**config.mk**
```make
export PLATFORM = sky130hd
export DESIGN_NAME = gpioemu_mulpop
export DESIGN_NICKNAME = d
export VERILOG_FILES = /design/src/rtl/gpioemu_pkg.sv /design/src/rtl/gpioemu_mulpop_seq_mult.sv /design/src/rtl/gpioemu_mulpop.sv
export SDC_FILE = /design/constraint.sdc
export NUM_CORES = 1
export LEC_CHECK = 0
export CAP_MARGIN = 20
export CORE_MARGIN = 3
export CORE_UTILIZATION = 45
export DETAILED_ROUTE_END_ITERATION = 10
export PLACE_DENSITY = 0.8
export SETUP_SLACK_MARGIN = 0.5
export SLEW_MARGIN = 20
export SYNTH_ARGS = -nofsm -noshare
export SYNTH_HDL_FRONTEND = slang
export SYNTH_SLANG_ARGS = --single-unit
```
**constraint.sdc**
```tcl
create_clock -name clk -period 5.51 [get_ports clk]
set_input_delay 1.653 -clock clk [delete_from_list [all_inputs] [get_ports clk]]
set_output_delay 1.653 -clock clk [all_outputs]
set_load 0.005 [all_outputs]
```
**src/rtl/gpioemu_pkg.sv**
```systemverilog
// Shared definitions for the GPIO multiply/popcount emulator:
// FSM states, register map and STATUS bit positions.
package gpioemu_pkg;

  typedef enum logic [1:0] {
    ST_IDLE  = 2'd0,
    ST_MULT  = 2'd1,
    ST_COUNT = 2'd2,
    ST_DONE  = 2'd3
  } state_e;

  localparam logic [15:0] ADDR_A1   = 16'h037F;
  localparam logic [15:0] ADDR_A2   = 16'h0388;
  localparam logic [15:0] ADDR_W    = 16'h0390;
  localparam logic [15:0] ADDR_WH   = 16'h0394;
  localparam logic [15:0] ADDR_L    = 16'h0398;
  localparam logic [15:0] ADDR_CTRL = 16'h03A0;

  localparam int STS_VALID = 0;
  localparam int STS_READY = 1;
  localparam int STS_DONE  = 2;
  localparam int STS_ERR   = 3;

  function automatic logic [6:0] popcount64(input logic [63:0] v);
    logic [6:0] c;
    c = 7'd0;
    for (int i = 0; i < 64; i++) begin
      c = c + 7'(v[i]);
    end
    return c;
  endfunction

endpackage

```
**src/rtl/gpioemu_mulpop_seq_mult.sv**
```systemverilog
// Shift-add multiplier: one multiplier bit per clock, full-width accumulator.
// done_p is high during the final step so the sequencer can advance on that edge.
module seq_mult_u #(
  parameter int OP_W = 24
) (
  input  logic                clk,
  input  logic                reset,
  input  logic                start,
  input  logic [OP_W-1:0]     a,
  input  logic [OP_W-1:0]     b,
  output logic                busy,
  output logic                done_p,
  output logic [2*OP_W-1:0]   product
);

  localparam int RES_W = 2 * OP_W;
  localparam int CW    = (OP_W > 1) ? $clog2(OP_W) : 1;

  logic [RES_W-1:0] acc_q;
  logic [RES_W-1:0] a_sh_q;
  logic [OP_W-1:0]  b_sh_q;
  logic [CW-1:0]    cnt_q;
  logic             busy_q;

  assign done_p  = busy_q && (cnt_q == CW'(OP_W - 1));
  assign busy    = busy_q;
  assign product = acc_q;

  always_ff @(posedge clk) begin
    if (reset) begin
      acc_q  <= '0;
      a_sh_q <= '0;
      b_sh_q <= '0;
      cnt_q  <= '0;
      busy_q <= 1'b0;
    end else if (start) begin
      acc_q  <= '0;
      a_sh_q <= RES_W'(a);
      b_sh_q <= b;
      cnt_q  <= '0;
      busy_q <= 1'b1;
    end else if (busy_q) begin
      if (b_sh_q[0]) begin
        acc_q <= acc_q + a_sh_q;
      end
      a_sh_q <= a_sh_q << 1;
      b_sh_q <= b_sh_q >> 1;
      cnt_q  <= cnt_q + CW'(1);
      if (done_p) begin
        busy_q <= 1'b0;
      end
    end
  end

endmodule

```
**src/rtl/gpioemu_mulpop.sv**
```systemverilog
// Bus-mapped multiply/popcount emulator: register decode, operation sequencing,
// status, completed-operation counter and gpio_in snapshot.
module gpioemu_mulpop
  import gpioemu_pkg::*;
#(
  parameter int OP_W  = 24,
  parameter int CNT_W = 16
) (
  input  logic        clk,
  input  logic        reset,
  input  logic [15:0] saddress,
  input  logic        srd,
  input  logic        swr,
  input  logic [31:0] sdata_in,
  output logic [31:0] sdata_out,
  input  logic [31:0] gpio_in,
  input  logic        gpio_latch,
  output logic [31:0] gpio_out,
  output logic [31:0] gpio_in_s_insp
);

  localparam int RES_W = 2 * OP_W;

  state_e            state_q;
  logic              srd_q, swr_q;
  logic [OP_W-1:0]   a1_q, a2_q;
  logic              valid_q, ready_q, done_q, err_q;
  logic [6:0]        l_q;
  logic [CNT_W-1:0]  op_count_q;
  logic [31:0]       gpio_in_s_q;
  logic [RES_W-1:0]  product;
  logic [63:0]       prod_ext;
  logic              mult_busy, mult_done_p;
  logic              rd_p, wr_p, ctrl_wr, start_s;
  logic [31:0]       status_s, rdata_d;
  logic              unused_ok;

  assign rd_p     = srd & ~srd_q;
  assign wr_p     = swr & ~swr_q;
  assign ctrl_wr  = wr_p && (saddress == ADDR_CTRL);
  assign start_s  = ctrl_wr && (state_q == ST_IDLE);
  assign prod_ext = 64'(product);

  assign gpio_out       = 32'(op_count_q);
  assign gpio_in_s_insp = gpio_in_s_q;
  assign unused_ok      = ^{sdata_in, mult_busy};

  seq_mult_u #(.OP_W(OP_W)) u_mult (
    .clk     (clk),
    .reset   (reset),
    .start   (start_s),
    .a       (a1_q),
    .b       (a2_q),
    .busy    (mult_busy),
    .done_p  (mult_done_p),
    .product (product)
  );

  always_comb begin
    status_s = 32'h0;
    status_s[STS_VALID] = valid_q;
    status_s[STS_READY] = ready_q;
    status_s[STS_DONE]  = done_q;
    status_s[STS_ERR]   = err_q;
  end

  // Result registers read as zero until an operation has completed.
  always_comb begin
    rdata_d = 32'h0;
    case (saddress)
      ADDR_W:    rdata_d = done_q ? prod_ext[31:0]  : 32'h0;
      ADDR_WH:   rdata_d = done_q ? prod_ext[63:32] : 32'h0;
      ADDR_L:    rdata_d = done_q ? 32'(l_q)        : 32'h0;
      ADDR_CTRL: rdata_d = status_s;
      default:   rdata_d = 32'h0;
    endcase
  end

  always_ff @(posedge clk) begin
    if (reset) begin
      srd_q       <= 1'b0;
      swr_q       <= 1'b0;
      a1_q        <= '0;
      a2_q        <= '0;
      sdata_out   <= 32'h0;
      gpio_in_s_q <= 32'h0;
    end else begin
      srd_q <= srd;
      swr_q <= swr;
      if (wr_p && (saddress == ADDR_A1)) a1_q <= sdata_in[OP_W-1:0];
      if (wr_p && (saddress == ADDR_A2)) a2_q <= sdata_in[OP_W-1:0];
      if (rd_p) sdata_out <= rdata_d;
      if (gpio_latch) gpio_in_s_q <= gpio_in;
    end
  end

  // A start outside IDLE never disturbs the running operation; it only flags ERR.
  always_ff @(posedge clk) begin
    if (reset) begin
      state_q    <= ST_IDLE;
      valid_q    <= 1'b1;
      ready_q    <= 1'b1;
      done_q     <= 1'b0;
      err_q      <= 1'b0;
      l_q        <= 7'd0;
      op_count_q <= '0;
    end else begin
      case (state_q)
        ST_IDLE: begin
          if (start_s) begin
            state_q <= ST_MULT;
            ready_q <= 1'b0;
            done_q  <= 1'b0;
            err_q   <= 1'b0;
            l_q     <= 7'd0;
          end
        end
        ST_MULT: begin
          if (ctrl_wr) err_q <= 1'b1;
          if (mult_done_p) state_q <= ST_COUNT;
        end
        ST_COUNT: begin
          if (ctrl_wr) err_q <= 1'b1;
          l_q     <= popcount64(prod_ext);
          valid_q <= (prod_ext[63:32] == 32'h0);
          state_q <= ST_DONE;
        end
        ST_DONE: begin
          if (ctrl_wr) err_q <= 1'b1;
          done_q     <= 1'b1;
          ready_q    <= 1'b1;
          op_count_q <= op_count_q + CNT_W'(1);
          state_q    <= ST_IDLE;
        end
        default: state_q <= ST_IDLE;
      endcase
    end
  end

endmodule

```
======== After elaboration in Yosys (flattened, before gate mapping) ========
Index checks and enable logic that the tools add are counted.
cells by class
  $add $sub $neg .......................... 50
  eq/ne operators ......................... 13
  mux-type cells .......................... 20
  bitwise logic cells ..................... 4
  reductions and logical operators ........ 17
operators with widths
  cell                                                                      number
  7-bit by 1-bit adder with 7-bit output                                    41
  32-bit one-hot mux with 4 select lines                                    1
  16-bit by 10-bit equality test with 1-bit output (second input constant)  6
  24-bit two-way mux                                                        4
  48-bit adder                                                              1
  32-bit logical NOT                                                        1
  32-bit two-way mux                                                        1
  16-bit by 1-bit adder with 16-bit output (second input constant)          1
  16-bit two-way mux                                                        1
  7-bit two-way mux                                                         2
  7-bit one-hot mux with 2 select lines                                     1
  2-bit AND reduction                                                       5
  2-bit one-hot mux with 4 select lines                                     1
  6-bit by 1-bit adder with 7-bit output                                    1
  5-bit by 1-bit adder with 6-bit output                                    1
  2-bit nonzero test                                                        3
  4-bit by 1-bit adder with 5-bit output                                    1
  5-bit by 1-bit adder with 5-bit output (second input constant)            1
  5-bit equality test (second input constant)                               1
  1-bit logical AND                                                         5
  1-bit two-way mux                                                         5
  3-bit by 1-bit adder with 4-bit output                                    1
  2-bit equality test (second input constant)                               2
  2-bit two-way mux                                                         2
  other kinds (11)                                                          15
word-level totals
  flip-flop bits (word level) ............. 269
  bits of input ports ..................... 85
  output and inout port bits .............. 96
  word-level logic and storage cells ...... 123

======== Longest topological paths before layout ========
Gate-level depths: netlist (run 1).
  depth in word-level cells ............... 48
  depth in mapped cells ................... 21
  gate-level depth less buffers ........... 21

======== Hierarchy ========
A second synthesis (run 1) with hierarchy kept.
second synthesis, totals
  cells, all modules ...................... 1806
  area, all modules ....................... 14985.6 um^2
by module, submodules not included
  module          times used  cells each  area each (um^2)  sequential area each (um^2)
  seq_mult_u      1           965         7663.6            2522.4
  gpioemu_mulpop  1           841         7322.0            2842.7

======== Worst setup path before layout (run 1) ========
No wires, ideal clock.
  kind .................................... flip-flop to flip-flop
  start ................................... register u_mult.acc_q[35] (netlist: u_mult.product[35])
  end ..................................... register l_q[5]
  setup time .............................. 135 ps
  data arrival time ....................... 5119 ps
  data required time ...................... 5375 ps
  slack ................................... 256 ps
  stages on the path, launching flop included .. 22
  buffers on the path ..................... 0
  clock period less this slack ............ 5254 ps
  cell sequence ........................... dfxtp_1 > inv_1 > fa_1 > inv_1 > fa_1 > inv_1 > fa_1 > fa_1 > inv_1 > fa_1 > fa_1 > inv_1 > fa_1 > inv_1 > ha_1 > a21o_1 > a21oi_1 > nor2b_1 > o21ai_0 > a21oi_1 > a21oi_1 > nor2_1
on the way
  word-level cells in the longest chain between the ends .. 14
RTL lines
  item                                                  RTL line                       RTL
  from (decl)                                           gpioemu_mulpop_seq_mult.sv:19  logic [RES_W-1:0] acc_q;
  from (signal assigned)                                gpioemu_mulpop_seq_mult.sv:44  acc_q <= acc_q + a_sh_q;
  7-bit by 1-bit adder with 7-bit output (13 in a row)  gpioemu_pkg.sv:28              c = c + 7'(v[i]);
  7-bit one-hot mux with 2 select lines                 gpioemu_mulpop.sv:108          case (state_q)
  to (signal assigned)                                  gpioemu_mulpop.sv:124          l_q <= popcount64(prod_ext);
  to (decl)                                             gpioemu_mulpop.sv:28           logic [6:0] l_q;
Every way passes these cells.
A chain may end at the register's enable or synchronous reset.

======== Worst setup path after layout (run 1) ========
  start ................................... register u_mult.acc_q[17] (netlist: u_mult.product[17])
  end ..................................... register l_q[2]
on the way
  word-level cells in the longest chain between the ends .. 32
RTL lines
  item                                                  RTL line
  7-bit by 1-bit adder with 7-bit output (31 in a row)  gpioemu_pkg.sv:28
  7-bit one-hot mux with 2 select lines                 gpioemu_mulpop.sv:108
Every way passes these cells.

==> run_results.csv, run 1 <==
group,metric,value,unit
outcome,status,"completed",
setup_path,start_kind,"flip-flop",
timing,finalHoldViolCount,0,
pwr,peakVddDrop,0.0002085,V
grt,grt_pass1_vias,11648,
timing,rsz0062_at_grt,"true",
floorplanning,start_util,46.35,%
logic_synthesis,synth-async-reset-ratio,0,%
timing,whs,0.4542,ns
final_layout,final_nets,1976,
pwr,p_per_area,243.2,nW/um2
setup_path,crit_type,"reg2reg",
final_layout,seq_area,5393,um2
worst_hold_path,hp-class,"reg2reg",
floorplanning,fp.dieH,184.9,um
pwr,p_total,4.215,mW
setup_path,worstPathRequired,5.97,ns
floorplanning,fp-row-count,64,
placement,dp_hpwl,25940,um
clocking,cts_tree,"built",
clocking,clk_latency,0.54,ns
logic_synthesis,synth_seq_area_share,37.25,%
clocking,root_buffer,"clkbuf_16",
detailed_routing,route.detailed.drc,0,
logic_synthesis,ys_warn_count,0,
floorplanning,dieArea,34190,um2
final_layout,layout_common_cells,"dfxtp_1 (254), nor2_1 (226), nand2_1 (161)",
timing,slew_headroom,31.75,%
timing,fin_crit_sh,98.97,%
timing,setup_viol,0,
placement,dpl_cell_area,16250,um2
logic_synthesis,syn_inst,1658,
logic_synthesis,ys.flop_type,"dfxtp_1",
clocking,clock_sinks,268,
setup_path,worstPathArrival,5.91,ns
timing,fin_worst_skew,0.01439,ns
logic_synthesis,netlist_area,14400,um2
floorplanning,io_pins,181,
pwr,p_leak,6.722,nW
setup_path,r2r_slack,0.06,ns
logic_synthesis,synth_edf_count,0,
detailed_routing,drt-initial-drc-count,860,
floorplanning,coreArea,31070,um2
final_layout,drive_above_1_share,8.965,%
timing,period_minus_slack,5.453,ns
placement,gp_congestion,0.9531,
logic_synthesis,ys_ff_latch,268,
detailed_routing,vias,12232,
timing,tightest_slew,1.024,ns
timing,worst_slack,0.05702,ns
placement,dp_cells,2146,
final_layout,diodes,0,
grt,grt.overflow.total,0,
detailed_routing,routed_wl,36460,um
final_layout,final_common_cell,"dfxtp_1",
detailed_routing,drt-pass1-iter-count,5,
detailed_routing,ant_nets,0,
final_layout,fin_area,17330,um2
setup_path,crit_fanout,2,
final_layout,multi_input_area,8289,um2
timing,max_freq,0.1834,GHz
timing,setup_tns,0,ns
floorplanning,die_w,184.9,um
detailed_routing,wl_per_cell,16.55,um
grt,grt_pass1_wl,58860,um
clocking,cts_max_level,1,
clocking,clk_pin_slew,0.06,ns
run,max_cap_viol_count,0,
logic_synthesis,synthDistinctLibCells,77,
final_layout,finalNonFillerCells,2203,
logic_synthesis,avgSynthCellArea,8.686,um2
worst_hold_path,hold_depth,2,
timing,drv_slew,0,
grt,antenna_found_initial,0,
final_layout,fillerInstances,2723,
setup_path,r2r.worst_path.cells,19,
final_layout,syn_to_final_growth,20.34,%
detailed_routing,avgViaCountPerCell,5.552,
clocking,cts.path.max_buffers,3,
clocking,numCtsBuffers,29,
grt,grt_max_degree,127,
setup_path,end_kind,"flip-flop",
placement,dp_slack,0.1271,ns
final_layout,utilization,55.78,%
grt,grtUsageTotal,20.58,%
placement,portBuffers,156,
[report_power, final]
| part | switching, mW | leakage (nW) | internal, mW |
|---|---|---|---|
| Sequential | 0.0137 | 2.17 | 1.96 |
| Combinational | 0.115 | 4.07 | 0.110 |
| Clock | 0.810 | 0.483 | 1.21 |
| Total | 0.939 | 6.72 | 3.28 |
[cell usage after synthesis (11+ instances only)]
cell	n	area share [%]
nor2_2	11	0.48
and3_1	14	0.61
buf_1	11	0.29
o21ai_0	50	1.7
a22oi_1	18	0.94
mux2i_1	134	9.3
nand4_1	15	0.65
a21oi_1	143	5.0
ha_1	64	5.6
inv_1	89	2.3
a21o_1	23	1.2
clkbuf_1	54	1.4
dfxtp_1	268	37
a211oi_1	57	3.0
buf_4	18	0.94
nand2_1	162	4.2
nor2b_1	13	0.56
nor2_1	227	5.9
buf_2	23	0.80
nand3_1	23	0.80
xnor2_1	31	1.9
nor3_1	19	0.66
fa_1	40	5.6
xor2_1	21	1.3
[worst paths after layout]
kind	from	end
setup / recovery	u_mult.product[17]	l_q[2]
hold / removal	a2_q[22]	a2_q[22]
setup reg to reg	u_mult.product[17]	l_q[2]
hold reg to reg	a2_q[22]	a2_q[22]
[timing repair]
item	CTS	global route
gates resized for setup	9	20
hold buffers	0	0
pin swaps	12	17
cloned	0	0
setup endpoints to repair	5	5
setup buffers	4	2
[registers in the layout (all words and copies together) (netlist names)]
signal,count
a1_q,24
a2_q,24
u_mult.busy,1
l_q,6
u_mult.product,48
state_q,2
swr_q,1
u_mult.a_sh_q,48
gpio_in_s_insp,32
err_q,1
valid_q,1
srd_q,1
u_mult.b_sh_q,24
ready_q,1
done_q,1
u_mult.cnt_q,5
sdata_out,32
op_count_q,16
[cell type report]
| class | count | area share (%) |
|---|---|---|
| inverters | 90 | 1.949 |
| flip-flops and latches | 268 | 31.12 |
| well taps | 396 | 2.859 |
| clock buffers | 39 | 4.873 |
| multi-input cells | 1207 | 47.83 |
| repair buffers | 191 | 10.50 |
| clock inverters | 12 | 0.8664 |
[logic make-up after synthesis]
kind of cell / share of synthesized area, %
other: 0.02604
xor gates and xnor gates: 3.162
and+or+nand+nor: 16.74
AOI/OAI and AO/OA: 16.39
muxes: 9.392
adders and majority gates: 11.12
DFF: 37.25
buffers and inverters: 5.916
[worst max-delay path: stages, from the launching register on]
cell	delay, ns
dfxtp_2	0.33
fa_1	0.60
inv_2	0.05
fa_1	0.50
inv_1	0.05
fa_1	0.47
inv_1	0.05
fa_2	0.54
fa_1	0.46
fa_1	0.54
fa_1	0.42
inv_1	0.09
ha_2	0.19
inv_2	0.04
fa_2	0.39
buf_4	0.14
buf_4	0.13
xnor2_2	0.15
nand3_1	0.09
a21oi_1	0.14
[routing by layer]
layer | part of all wire, % | track usage, %
met5 | 0 | 0
met3 | 6.8 | 4.203
met1 | 45 | 28.19
met4 | 2.9 | 5.912
met2 | 46 | 33.05
No activity file was read; power rests on OpenSTA's default activity.
==> inputs of run 2 (changes only) <==
CORE_UTILIZATION = 51   (was 45)
PLACE_DENSITY = 0.87   (was 0.8)
==> run 2 against run 1 <==
Against the previous run:
- non-clock buffer count decreased by 2
- critical endpoint is now l_q[5]
- sequential share of layout area rose by 0.35 points
- clock power down 12%
- flip-flop and latch count did not move
- clock skew down 0.0063 ns
- global-route usage increased by 2.7 points
- critical path type unchanged
==> run_results.csv, run 2 (synthesized netlist as in run 1, its figures left out) <==
group,metric,value,unit
outcome,status,"completed",
pwr,p_per_area,231.4,nW/um2
final_layout,layout_common_cells,"dfxtp_1 (251), nor2_1 (227), nand2_1 (161)",
detailed_routing,routed_wl,36470,um
final_layout,syn_to_final_growth,19.12,%
detailed_routing,drt-initial-drc-count,952,
detailed_routing,vias,12367,
worst_hold_path,min_to,"a2_q[16]",
timing,fin_crit_sh,97.32,%
timing,finalHoldViolCount,0,
final_layout,drive_above_1_share,8.519,%
grt,grtUsageTotal,23.27,%
setup_path,crit_type,"reg2reg",
timing,drv_slew,0,
setup_path,end_kind,"flip-flop",
detailed_routing,avgViaCountPerCell,5.704,
pwr,swShare,21.92,%
final_layout,final_common_cell,"dfxtp_1",
timing,slew_headroom,35.34,%
setup_path,worstPathRequired,5.90,ns
setup_path,start_kind,"flip-flop",
floorplanning,fp.dieH,174.0,um
final_layout,diodes,0,
detailed_routing,wl_per_cell,16.82,um
floorplanning,io_pins,181,
setup_path,worstReg2RegStart,"u_mult.product[19]",
timing,fin_worst_skew,0.008081,ns
final_layout,fillerInstances,2211,
timing,period_minus_slack,5.362,ns
grt,grt.overflow.total,0,
placement,dpl_cell_area,16170,um2
placement,dp_slack,0.1067,ns
timing,tightest_slew,0.9663,ns
grt,grt_max_degree,123,
floorplanning,start_util,52.70,%
pwr,clockPowerShare,44.6,%
timing,rsz0062_at_grt,"true",
clocking,root_buffer,"clkbuf_16",
placement,dp_hpwl,25910,um
pwr,p_sw,870.0,uW
timing,worst_slack,0.1476,ns
grt,grt_pass1_vias,12175,
pwr,peakVddDrop,0.0002842,V
setup_path,r2r_end,"l_q[5]",
setup_path,worstPathArrival,5.75,ns
floorplanning,dieArea,30290,um2
grt,antenna_found_initial,0,
clocking,cts_tree,"built",
final_layout,fin_area,17160,um2
placement,gp_congestion,0.9430,
pwr,seq_power_share,49.7,%
detailed_routing,ant_nets,0,
clocking,cts.path.max_buffers,3,
pwr,p_leak,6.651,nW
worst_hold_path,worstHoldStart,"a2_q[16]",
placement,portBuffers,156,
pwr,combPwrFrac,5.7,%
clocking,clock_sinks,268,
run,max_cap_viol_count,0,
pwr,p_int,3.099,mW
clocking,numCtsBuffers,27,
grt,grt_pass1_wl,59930,um
clocking,postCtsHoldBufs,0,
timing,max_freq,0.1865,GHz
timing,setup_viol,0,
setup_path,r2r_slack,0.15,ns
clocking,clk_latency,0.53,ns
floorplanning,coreArea,27330,um2
clocking,cts_max_level,1,
setup_path,crit_fanout,2,
worst_hold_path,hp-class,"reg2reg",
detailed_routing,drt-pass1-iter-count,5,
setup_path,r2r.worst_path.cells,21,
worst_hold_path,hold_depth,2,
final_layout,final_nets,1972,
floorplanning,fp-row-count,60,
floorplanning,die_w,174.0,um
detailed_routing,route.detailed.drc,0,
clocking,clk_pin_slew,0.06,ns
## run 2: changes by cell type in the layout (fill, tap and decap cells not counted), sizes merged
cell      previous run  this run
buf                 37        35
bufinv               3         2
clkbuf              39        35
clkinv               6         4
clkinvlp             3         0
inv                 90        91
## run 2: worst max-delay path by stage
stage	end	start	cells past startpoint
floorplan	l_q[4]	u_mult.product[35]	20
global placement	l_q[5]	u_mult.product[23]	21
detailed placement	l_q[5]	u_mult.product[29]	19
CTS	l_q[4]	u_mult.product[19]	20
global route	l_q[5]	u_mult.product[19]	21
finish	l_q[5]	u_mult.product[19]	21
## run 2: critical path, cell delays in order, from the launching register on
cell and delay [ns]:
dfxtp_2 0.33, fa_1 0.58, inv_2 0.06, fa_1 0.50, inv_1 0.05, fa_1 0.50, inv_2 0.05, fa_2 0.54
fa_1 0.43, fa_2 0.46, fa_1 0.50, inv_1 0.05, ha_2 0.17, buf_4 0.12, buf_4 0.12, a21o_1 0.16
a21oi_2 0.14, nor2b_1 0.06, o21ai_1 0.14, a21oi_1 0.09, a21oi_1 0.12, nor2_1 0.06
## run 2: timing repair
action,CTS,global route
pin swaps,10,16
setup endpoints to repair,5,5
resized for setup,19,14
setup buffers,8,4
## run 2: final cells by class
cell class | count | area [um2] | share of cell area, %
Clock buffer | 35 | 745.7 | 4.347
Tap cell | 372 | 465.4 | 2.713
Inverter | 90 | 337.8 | 1.969
Multi-Input combinational cell | 1207 | 8300 | 48.38
Sequential cell | 268 | 5399 | 31.47
Timing Repair Buffer | 189 | 1818 | 10.60
Clock inverter | 7 | 88.84 | 0.5178
## run 2: routing by layer
| metal | GRT usage [%] | vias up | part of all wire, % |
|---|---|---|---|
| met4 | 8.311 | 0 | 3.5 |
| met3 | 5.068 | 100 | 7.8 |
| met1 | 30.22 | 5857 | 43 |
| met5 | 0 | - | 0 |
| met2 | 38.29 | 463 | 46 |
| li1 | - | 5947 | - |
## run 2: power by group through the flow
stage / Clock [mW] / Combinational [mW] / Sequential, mW
3_3_place_gp: 0 / 0.218 / 2.01
3_5_place_dp: 0 / 0.223 / 2.02
5_1_grt: 1.88 / 0.248 / 1.97
6_report: 1.77 / 0.228 / 1.97
4_1_cts: 1.80 / 0.227 / 1.97
2_1_floorplan: 0 / 0.113 / 2.01
## run 2: per-stage QoR
stage | util, % | setup TNS [ns] | std cells | hold WS [ns] | power [mW]
after floorplan | - | 0 | 1673 | 0.4285 | 2.127
after global placement | 59.17 | 0 | 2114 | 0.4378 | 2.231
after detailed placement | 59.17 | 0 | 2114 | 0.4469 | 2.239
after CTS | 62.54 | 0 | 2164 | 0.4553 | 3.996
after global routing | 62.78 | -0.1049 | 2168 | 0.4679 | 4.096
final | 62.78 | 0 | 2168 | 0.4545 | 3.969
==> inputs of run 3 (changes only) <==
SKIP_LAST_GASP = 1   (was unset)
==> results of run 3 <==
The final DEF is identical to that of run 2; final timing and power are the same.
